[config.mk]
export PLATFORM = sky130hd
export DESIGN_NAME = led_pwm_fader
export DESIGN_NICKNAME = d
export VERILOG_FILES = /design/src/rtl/led_pwm_fader.sv
export SDC_FILE = /design/constraint.sdc
export NUM_CORES = 1
export LEC_CHECK = 0
export CAP_MARGIN = 20
export CORE_MARGIN = 10
export CORE_UTILIZATION = 45
export DETAILED_ROUTE_END_ITERATION = 6
export GPL_TIMING_DRIVEN = 1
export PLACE_DENSITY = 0.63
export SLEW_MARGIN = 20
export SYNTH_ARGS = -nofsm -noshare
export SYNTH_HDL_FRONTEND = slang
export SYNTH_SLANG_ARGS = --single-unit
[constraint.sdc]
create_clock -name clk -period 2.4 [get_ports clk]
set_clock_uncertainty 0.05 [all_clocks]
set_input_delay 0.36 -clock clk [delete_from_list [all_inputs] [get_ports clk]]
set_output_delay 0.36 -clock clk [all_outputs]
set_load 0.005 [all_outputs]
[src/rtl/led_pwm_fader.sv]
`default_nettype none
// ============================================================================
// Module      : led_pwm_fader
// Description : Per-LED PWM brightness ramp toward an on/off target, paced by
//               an external step pulse, driving board LED pins directly.
// Revision    : 1.0 - initial release
// ============================================================================
module led_pwm_fader #(
    parameter int NUM_LEDS   = 6,
    parameter int PWM_BITS   = 8,
    parameter int STEP       = 16,
    parameter int ACTIVE_LOW = 1
) (
    input  logic                clk,
    input  logic                rst_n,
    input  logic                step,
    input  logic [NUM_LEDS-1:0] target,
    output logic [NUM_LEDS-1:0] led_output,
    output logic                pwm_wrap,
    output logic                busy
);

    localparam logic [PWM_BITS-1:0] c_max  = '1;
    localparam logic [PWM_BITS-1:0] c_zero = '0;
    localparam logic [PWM_BITS-1:0] c_one  = {{(PWM_BITS-1){1'b0}}, 1'b1};
    localparam logic [PWM_BITS:0]   c_step = (PWM_BITS+1)'(STEP);
    localparam logic                c_pol  = (ACTIVE_LOW != 0);
    localparam logic [NUM_LEDS-1:0] c_dark = {NUM_LEDS{c_pol}};

    logic [PWM_BITS-1:0]                r_pwm_cnt;
    logic                               r_pwm_wrap;
    logic [NUM_LEDS-1:0]                r_led;
    logic [NUM_LEDS-1:0][PWM_BITS-1:0]  r_bright;
    logic [NUM_LEDS-1:0][PWM_BITS-1:0]  r_duty;

    logic [NUM_LEDS-1:0][PWM_BITS-1:0]  w_next_bright;
    logic [NUM_LEDS-1:0]                w_on;
    logic [NUM_LEDS-1:0]                w_ne;
    logic                               w_period_end;

    assign w_period_end = (r_pwm_cnt == c_max);

    generate
        for (genvar i = 0; i < NUM_LEDS; i++) begin : g_led
            logic [PWM_BITS-1:0] w_tgt;
            logic [PWM_BITS:0]   w_sum;
            logic [PWM_BITS:0]   w_diff;
            logic [PWM_BITS-1:0] w_up;
            logic [PWM_BITS-1:0] w_down;

            assign w_tgt  = target[i] ? c_max : c_zero;
            // Extra MSB catches overflow on the way up and borrow on the way down.
            assign w_sum  = {1'b0, r_bright[i]} + c_step;
            assign w_diff = {1'b0, r_bright[i]} - c_step;
            assign w_up   = w_sum[PWM_BITS]  ? c_max  : w_sum[PWM_BITS-1:0];
            assign w_down = w_diff[PWM_BITS] ? c_zero : w_diff[PWM_BITS-1:0];

            assign w_next_bright[i] = (r_bright[i] < w_tgt) ? w_up   :
                                      (r_bright[i] > w_tgt) ? w_down : r_bright[i];
            assign w_ne[i] = (r_bright[i] != w_tgt);
            // Full-scale duty is forced on so the LED never blinks at cnt==MAX.
            assign w_on[i] = (r_duty[i] == c_max) || (r_pwm_cnt < r_duty[i]);
        end
    endgenerate

    always_ff @(posedge clk) begin
        if (!rst_n) begin
            r_pwm_cnt  <= c_zero;
            r_pwm_wrap <= 1'b0;
            r_led      <= c_dark;
            r_bright   <= '0;
            r_duty     <= '0;
        end else begin
            r_pwm_cnt  <= r_pwm_cnt + c_one;
            r_pwm_wrap <= w_period_end;
            r_led      <= w_on ^ c_dark;
            if (step) begin
                r_bright <= w_next_bright;
            end
            // Duty only changes at the period boundary, so no partial periods.
            if (w_period_end) begin
                r_duty <= r_bright;
            end
        end
    end

    assign led_output = r_led;
    assign pwm_wrap   = r_pwm_wrap;
    assign busy       = |w_ne;

endmodule
`default_nettype wire

==> results of run 1 <==
## worst register-to-register path, stage by stage (launching register included)
cell	delay, ps
dfxtp_1	490
ha_1	320
nor2b_4	140
o21a_4	190
buf_4	140
o31a_2	340
o311ai_1	280
o21ai_1	100
## through the flow
step	cells	setup slack, ps
final	928	57.3
after global routing	928	-51.9
after CTS	928	7.34
after detailed placement	915	-494
after global placement	915	-439
after floorplan	699	277
## metal layers
layer	GRT usage (%)	vias up	share of wire, %
li1	-	2645	-
met1	20.8	2422	49
met2	26.4	73	46
met3	2.76	15	3.0
met4	6.35	0	1.7
met5	0	-	0
## path summary, 6_finish.rpt
check                               endpoint  slack, ps    startpoint
worst max-delay path                    busy         60     target[1]
worst min-delay path              r_duty[36]        410    r_duty[36]
worst max register to register  r_bright[12]        230  r_bright[12]
worst min register to register    r_duty[36]        410    r_duty[36]
## final cells by class
| type | count | area, µm² | share of cell area [%] |
|---|---|---|---|
| clock buffer | 11 | 233 | 3.51 |
| clock inverter | 1 | 5.00 | 0.0756 |
| inverter | 63 | 236 | 3.57 |
| multi-input combinational | 534 | 3700 | 55.9 |
| sequential | 75 | 1500 | 22.7 |
| tap | 147 | 184 | 2.78 |
| timing repair buffer | 97 | 763 | 11.5 |
## repair_timing
action / 4_1_cts / 5_1_grt
pin swaps: 6 / 1
setup endpoints to repair: 1 / 6
resized for setup: 21 / 6
setup buffers: 1 / 0
## cells in the final DEF, fill, tap and decap left out, drive strengths merged, types with 3 or more instances in the layout
| master | instances |
|---|---|
| a31oi | 5 |
| a22o | 6 |
| dfxtp | 75 |
| o21a | 4 |
| clkbuf | 11 |
| inv | 61 |
| nor3b | 8 |
| or3 | 5 |
| mux2i | 13 |
| a21oi | 57 |
| and2 | 3 |
| o211ai | 13 |
| a41oi | 3 |
| nand2b | 10 |
| a21o | 20 |
| o21ai | 25 |
| o41ai | 3 |
| o22ai | 20 |
| nand4 | 7 |
| buf | 82 |
| xnor2 | 3 |
| nor2 | 40 |
| clkinv | 3 |
| nand3 | 37 |
| nor3 | 17 |
| clkdlybuf4s50 | 12 |
| o221ai | 3 |
| and3 | 20 |
| ha | 85 |
| xor2 | 3 |
| nand2 | 106 |
## report_power, final
group          switching (mW)  internal [mW]  leakage, nW
registers              0.0413           1.29        0.608
clock network           0.483          0.675        0.117
logic                   0.371          0.377         2.06
total                   0.895           2.34         2.79
## flip-flops by register name, indices dropped and copies added (netlist names)
| name | flops |
|---|---|
| pwm_wrap | 1 |
| r_pwm_cnt | 8 |
| r_duty | 30 |
| r_bright | 30 |
| led_output | 6 |
## kinds of logic after synthesis
group | after synthesis | synth area share, %
AOI/OAI and AO/OA | 168 | 19.8
xor gates and xnor gates | 6 | 0.968
adders and majority gates | 85 | 19.6
buffers and inverters | 90 | 6.27
DFF | 75 | 27.7
muxes | 15 | 3.16
and+or+nand+nor | 260 | 22.6
==> impl_metrics.py, run 1 <==
metrics = {
    "status": {
        "status": "complete, no violations",
    },
    "synth": {
        "yosysUniqueCellTypes": 48,
        "synth_nets": 793,
        "synthFlopType": "dfxtp_1",
        "yosys_warnings": 0,
        "yosys.area.top_type": "dfxtp_1",
        "synth_cells": 699,
        "ys_seq_area_share_pct": 27.7,
        "synth_edf_count": 0,
        "syn_avg_cell_area_um2": 7.76,
        "yosys.cell_count.top_type": "nand2_1",
        "syn_area_um2": 5430,
        "synth.top_cell.area_share_pct": 27.7,
        "synth-seq-cells": 75,
        "ys_top_cells_by_area": "dfxtp_1 (28%), ha_1 (20%), nand2_1 (7.3%)",
        "synth_top_cells_by_count": "nand2_1 (106), ha_1 (85), dfxtp_1 (75)",
        "synthArstFlopShare_pct": 0,
    },
    "clock_tree": {
        "insertion_delay_ps": 340,
        "ctsHoldBuffers": 0,
        "cts-root-buf": "clkbuf_16",
        "cts_tree": "built",
        "cts_buffers": 9,
        "cts_sinks": 75,
        "clockBufferDepth": 2,
        "cts_htree_levels": 3,
        "clkSlewWorstSetupHoldPaths_ps": 60,
    },
    "die": {
        "ios": 17,
        "die_w_um": 130,
        "coreArea_um2": 11900,
        "initial_core_util_pct": 45.6,
        "std_cell_rows": 40,
        "dieArea_um2": 16900,
        "fp.dieH_um": 130,
    },
    "routing": {
        "drc": 0,
        "drt_pass1_iterations": 5,
        "wl_mm": 13.3,
        "post_drt_wl_per_cell_um": 14.3,
        "dr.first_iter.drc_count": 287,
        "viasPerCell": 5.55,
        "num_vias": 5155,
        "ant_nets": 0,
    },
    "grt": {
        "grt_max_degree": 42,
        "grt_util_all_layers_pct": 16.2,
        "grt_pass1_wl_mm": 22.6,
        "grt_overflow": 0,
        "grt_pass1_vias": 4937,
        "antenna_found_initial": 0,
    },
    "min_path": {
        "hold_class": "reg2reg",
        "min_path_cells": 2,
    },
    "timing": {
        "setup_viol": 0,
        "whs_ps": 407,
        "worst_pin_slew_ps": 513,
        "drv_slew": 0,
        "period_needed_ps": 2340,
        "fin_crit_sh_pct": 97.6,
        "hold_viol_final": 0,
        "slew_headroom_pct": 65.8,
        "rsz0062_at_grt": "true",
        "fin_tns_setup_ps": 0,
        "fmax_mhz": 427,
    },
    "pwr": {
        "total_power_mw": 3.24,
        "max-vdd-ir-drop_uv": 250,
        "pwr_density_cell_nw_per_um2": 489,
        "power_leakage_nw": 2.79,
    },
    "critical_path": {
        "cp-end-kind": "output pin",
        "critPathBufInv": 3,
        "max_stage_delay_ps": 470,
        "crit_arrival_ps": 1930,
        "worstSetupPathDepth": 8,
        "worstSetupPathType": "in2out",
        "critPathLaunchType": "primary input",
        "cp_max_fo": 4,
        "slowest_stage": "clkdlybuf4s50_1",
        "crit_family": "buffers and inverters",
        "cp_cell_sequence": "clkdlybuf4s50_1 -> inv_1 -> ha_1 -> and3_4 -> nand3_2 -> nor4_2 -> nand3_1 -> buf_2",
        "reg2reg_depth": 7,
        "cp.required_ps": 1990,
    },
    "placement": {
        "dpl_cell_area_um2": 6270,
        "io_buffers": 16,
        "hpwl_mm": 9.95,
        "routabilityCongestion": 0.814,
    },
    "cells_and_area": {
        "final_layout_size_suffix_gt1_share_pct": 15.5,
        "diodes": 0,
        "area_growth_pct": 22.0,
        "fillers": 1130,
        "nNetsFinal": 874,
        "fin_util_pct": 55.6,
        "stdcell_area_um2": 6620,
    },
    "run": {
        "cap_violations": 0,
    },
}
No activity file was read; power rests on OpenSTA's default activity.
==> run 2, diff against run 1 <==
--- a/config.mk
+++ b/config.mk
@@ -7,10 +7,10 @@
 export LEC_CHECK = 0
 export CAP_MARGIN = 20
 export CORE_MARGIN = 10
-export CORE_UTILIZATION = 45
+export CORE_UTILIZATION = 63
 export DETAILED_ROUTE_END_ITERATION = 6
 export GPL_TIMING_DRIVEN = 1
-export PLACE_DENSITY = 0.63
+export PLACE_DENSITY = 0.83
 export SLEW_MARGIN = 20
 export SYNTH_ARGS = -nofsm -noshare
 export SYNTH_HDL_FRONTEND = slang
==> run 2 against run 1 <==
Net effect:
- total power down 2.9%
- design area down 2.3%
- sequential cell count stayed put
- routed wire length grew 0.17%
- first-iteration DRC count up 24%
- critical path depth is 2 lower
- fmax is 0.14% higher
- setup slack better by 3.3 ps
- register-to-register slack got worse by 20 ps
- largest cell class unchanged
- largest power group unchanged
==> impl_metrics.py, run 2 (synthesized netlist as in run 1, its figures left out) <==
metrics = {
    "cells_and_area": {
        "nNetsFinal": 864,
        "final_layout_size_suffix_gt1_share_pct": 15.0,
        "area_growth_pct": 19.2,
        "stdcell_area_um2": 6470,
        "multi_input_area_um2": 3680,
        "diodes": 0,
        "top_regs": "r_bright: 30 flops, r_duty: 30 flops, r_pwm_cnt: 8 flops",
        "layout_common_cells": "nand2_1 (106), ha_1 (82), dfxtp_1 (71)",
        "fillers": 586,
        "stdcell_count": 880,
        "ff_latch_area_um2": 1510,
        "layout_commonest_cell": "nand2_1",
    },
    "critical_path": {
        "r2r_slack_ps": 210,
        "slowest_stage": "dfxtp_1",
        "critPathLaunchType": "register",
        "cp_max_fo": 2,
        "crit_arrival_ps": 1930,
        "cp-end-kind": "output pin",
        "max_stage_delay_ps": 340,
        "cp.required_ps": 1990,
        "cp_cell_sequence": "ha_1 -> and3_4 -> nand3_4 -> nor4_4 -> nand3_1 -> clkdlybuf4s15_2",
        "worstSetupPathType": "reg2out",
    },
    "timing": {
        "setup_viol": 0,
        "period_needed_ps": 2340,
        "slew_headroom_pct": 60.3,
        "drv_slew": 0,
        "rsz0062_at_grt": "true",
        "whs_ps": 410,
        "fmax_mhz": 427,
        "hold_viol_final": 0,
        "fin_tns_setup_ps": 0,
        "fin_crit_sh_pct": 97.5,
        "worst_pin_slew_ps": 596,
    },
    "die": {
        "ios": 17,
        "std_cell_rows": 33,
        "die_w_um": 113,
        "fp.dieH_um": 113,
        "initial_core_util_pct": 65.4,
        "coreArea_um2": 8300,
        "dieArea_um2": 12700,
    },
    "grt": {
        "grt_pass1_vias": 5067,
        "grt_max_degree": 40,
        "grtUsageMet3_pct": 2.75,
        "grt_pass1_wl_mm": 22.6,
        "top_usage_layer": "met2",
        "antenna_found_initial": 0,
        "grt_util_all_layers_pct": 20.4,
        "grt_use_met2_pct": 34.6,
        "grt_overflow": 0,
        "met1_usage_pct": 25.4,
    },
    "min_path": {
        "hold_class": "reg2reg",
    },
    "clock_tree": {
        "ctsHoldBuffers": 0,
        "cts_sinks": 75,
        "clkSlewWorstSetupHoldPaths_ps": 90,
        "cts_tree": "built",
        "cts-root-buf": "clkbuf_8",
        "cts_htree_levels": 3,
        "insertion_delay_ps": 350,
        "cts_buffers": 9,
        "clockBufferDepth": 2,
    },
    "routing": {
        "drt_pass1_iterations": 7,
        "viasPerCell": 5.98,
        "wl_mm": 13.3,
        "num_vias": 5261,
        "ant_nets": 0,
        "post_drt_wl_per_cell_um": 15.1,
        "dr.first_iter.drc_count": 357,
        "drc": 0,
    },
    "placement": {
        "hpwl_mm": 9.74,
        "dpl.cell_count": 863,
        "routabilityCongestion": 0.874,
        "io_buffers": 16,
        "dpl_cell_area_um2": 6150,
    },
    "pwr": {
        "max-vdd-ir-drop_uv": 374,
        "pwr_density_cell_nw_per_um2": 485,
        "total_power_mw": 3.14,
        "power_leakage_nw": 2.75,
    },
    "run": {
        "cap_violations": 0,
    },
    "status": {
        "status": "complete, no violations",
    },
}
==> run 2: worst paths after layout <==
kind                  endpoint  cells past startpoint    startpoint
hold reg to reg     r_duty[28]                      2    r_duty[28]
setup / recovery          busy                      6  r_bright[46]
setup reg to reg  r_bright[31]                      7  r_bright[29]
hold / removal      r_duty[28]                      2    r_duty[28]
==> run 2: final cells by class <==
type | count | share of cell area, %
multi-input cells | 534 | 56.8
flip-flops and latches | 75 | 23.3
repair buffers | 87 | 10.8
inverters | 63 | 3.65
clock buffers | 12 | 2.24
well taps | 105 | 2.03
clock inverters | 4 | 1.14
==> run 2: per-stage QoR <==
step	utilization, %	setup WS (ps)
floorplan	-	277
global placement	74.1	-384
detailed placement	74.1	-417
CTS	77.6	41.8
global route	78.0	-15.1
finish	78.0	60.6
==> run 2: power breakdown <==
| group | internal [mW] | switching, mW | leakage (nW) |
|---|---|---|---|
| sequential | 1.29 | 0.0575 | 0.610 |
| clock | 0.616 | 0.463 | 0.111 |
| combinational | 0.357 | 0.360 | 2.03 |
| total | 2.26 | 0.880 | 2.75 |
==> run 2: critical path, delay by kind of cell (launching register included) <==
family	cells	cell delay, ps
simple gates	4	710
flops	1	340
fa+ha+maj	1	300
buf+inv	1	220
==> run 2: routing by layer <==
metal	vias to the layer above	share of wire (%)
met5	-	0
met4	0	2.1
met3	31	5.5
met2	159	49
met1	2443	44
li1	2628	-
==> run 2: timing repair <==
| action | 4_1_cts | 5_1_grt |
|---|---|---|
| gates resized for setup | 19 | 8 |
| cloned | 0 | 0 |
| setup buffers | 1 | 0 |
| pin swaps | 5 | 0 |
| endpoints found under the setup margin | 1 | 4 |
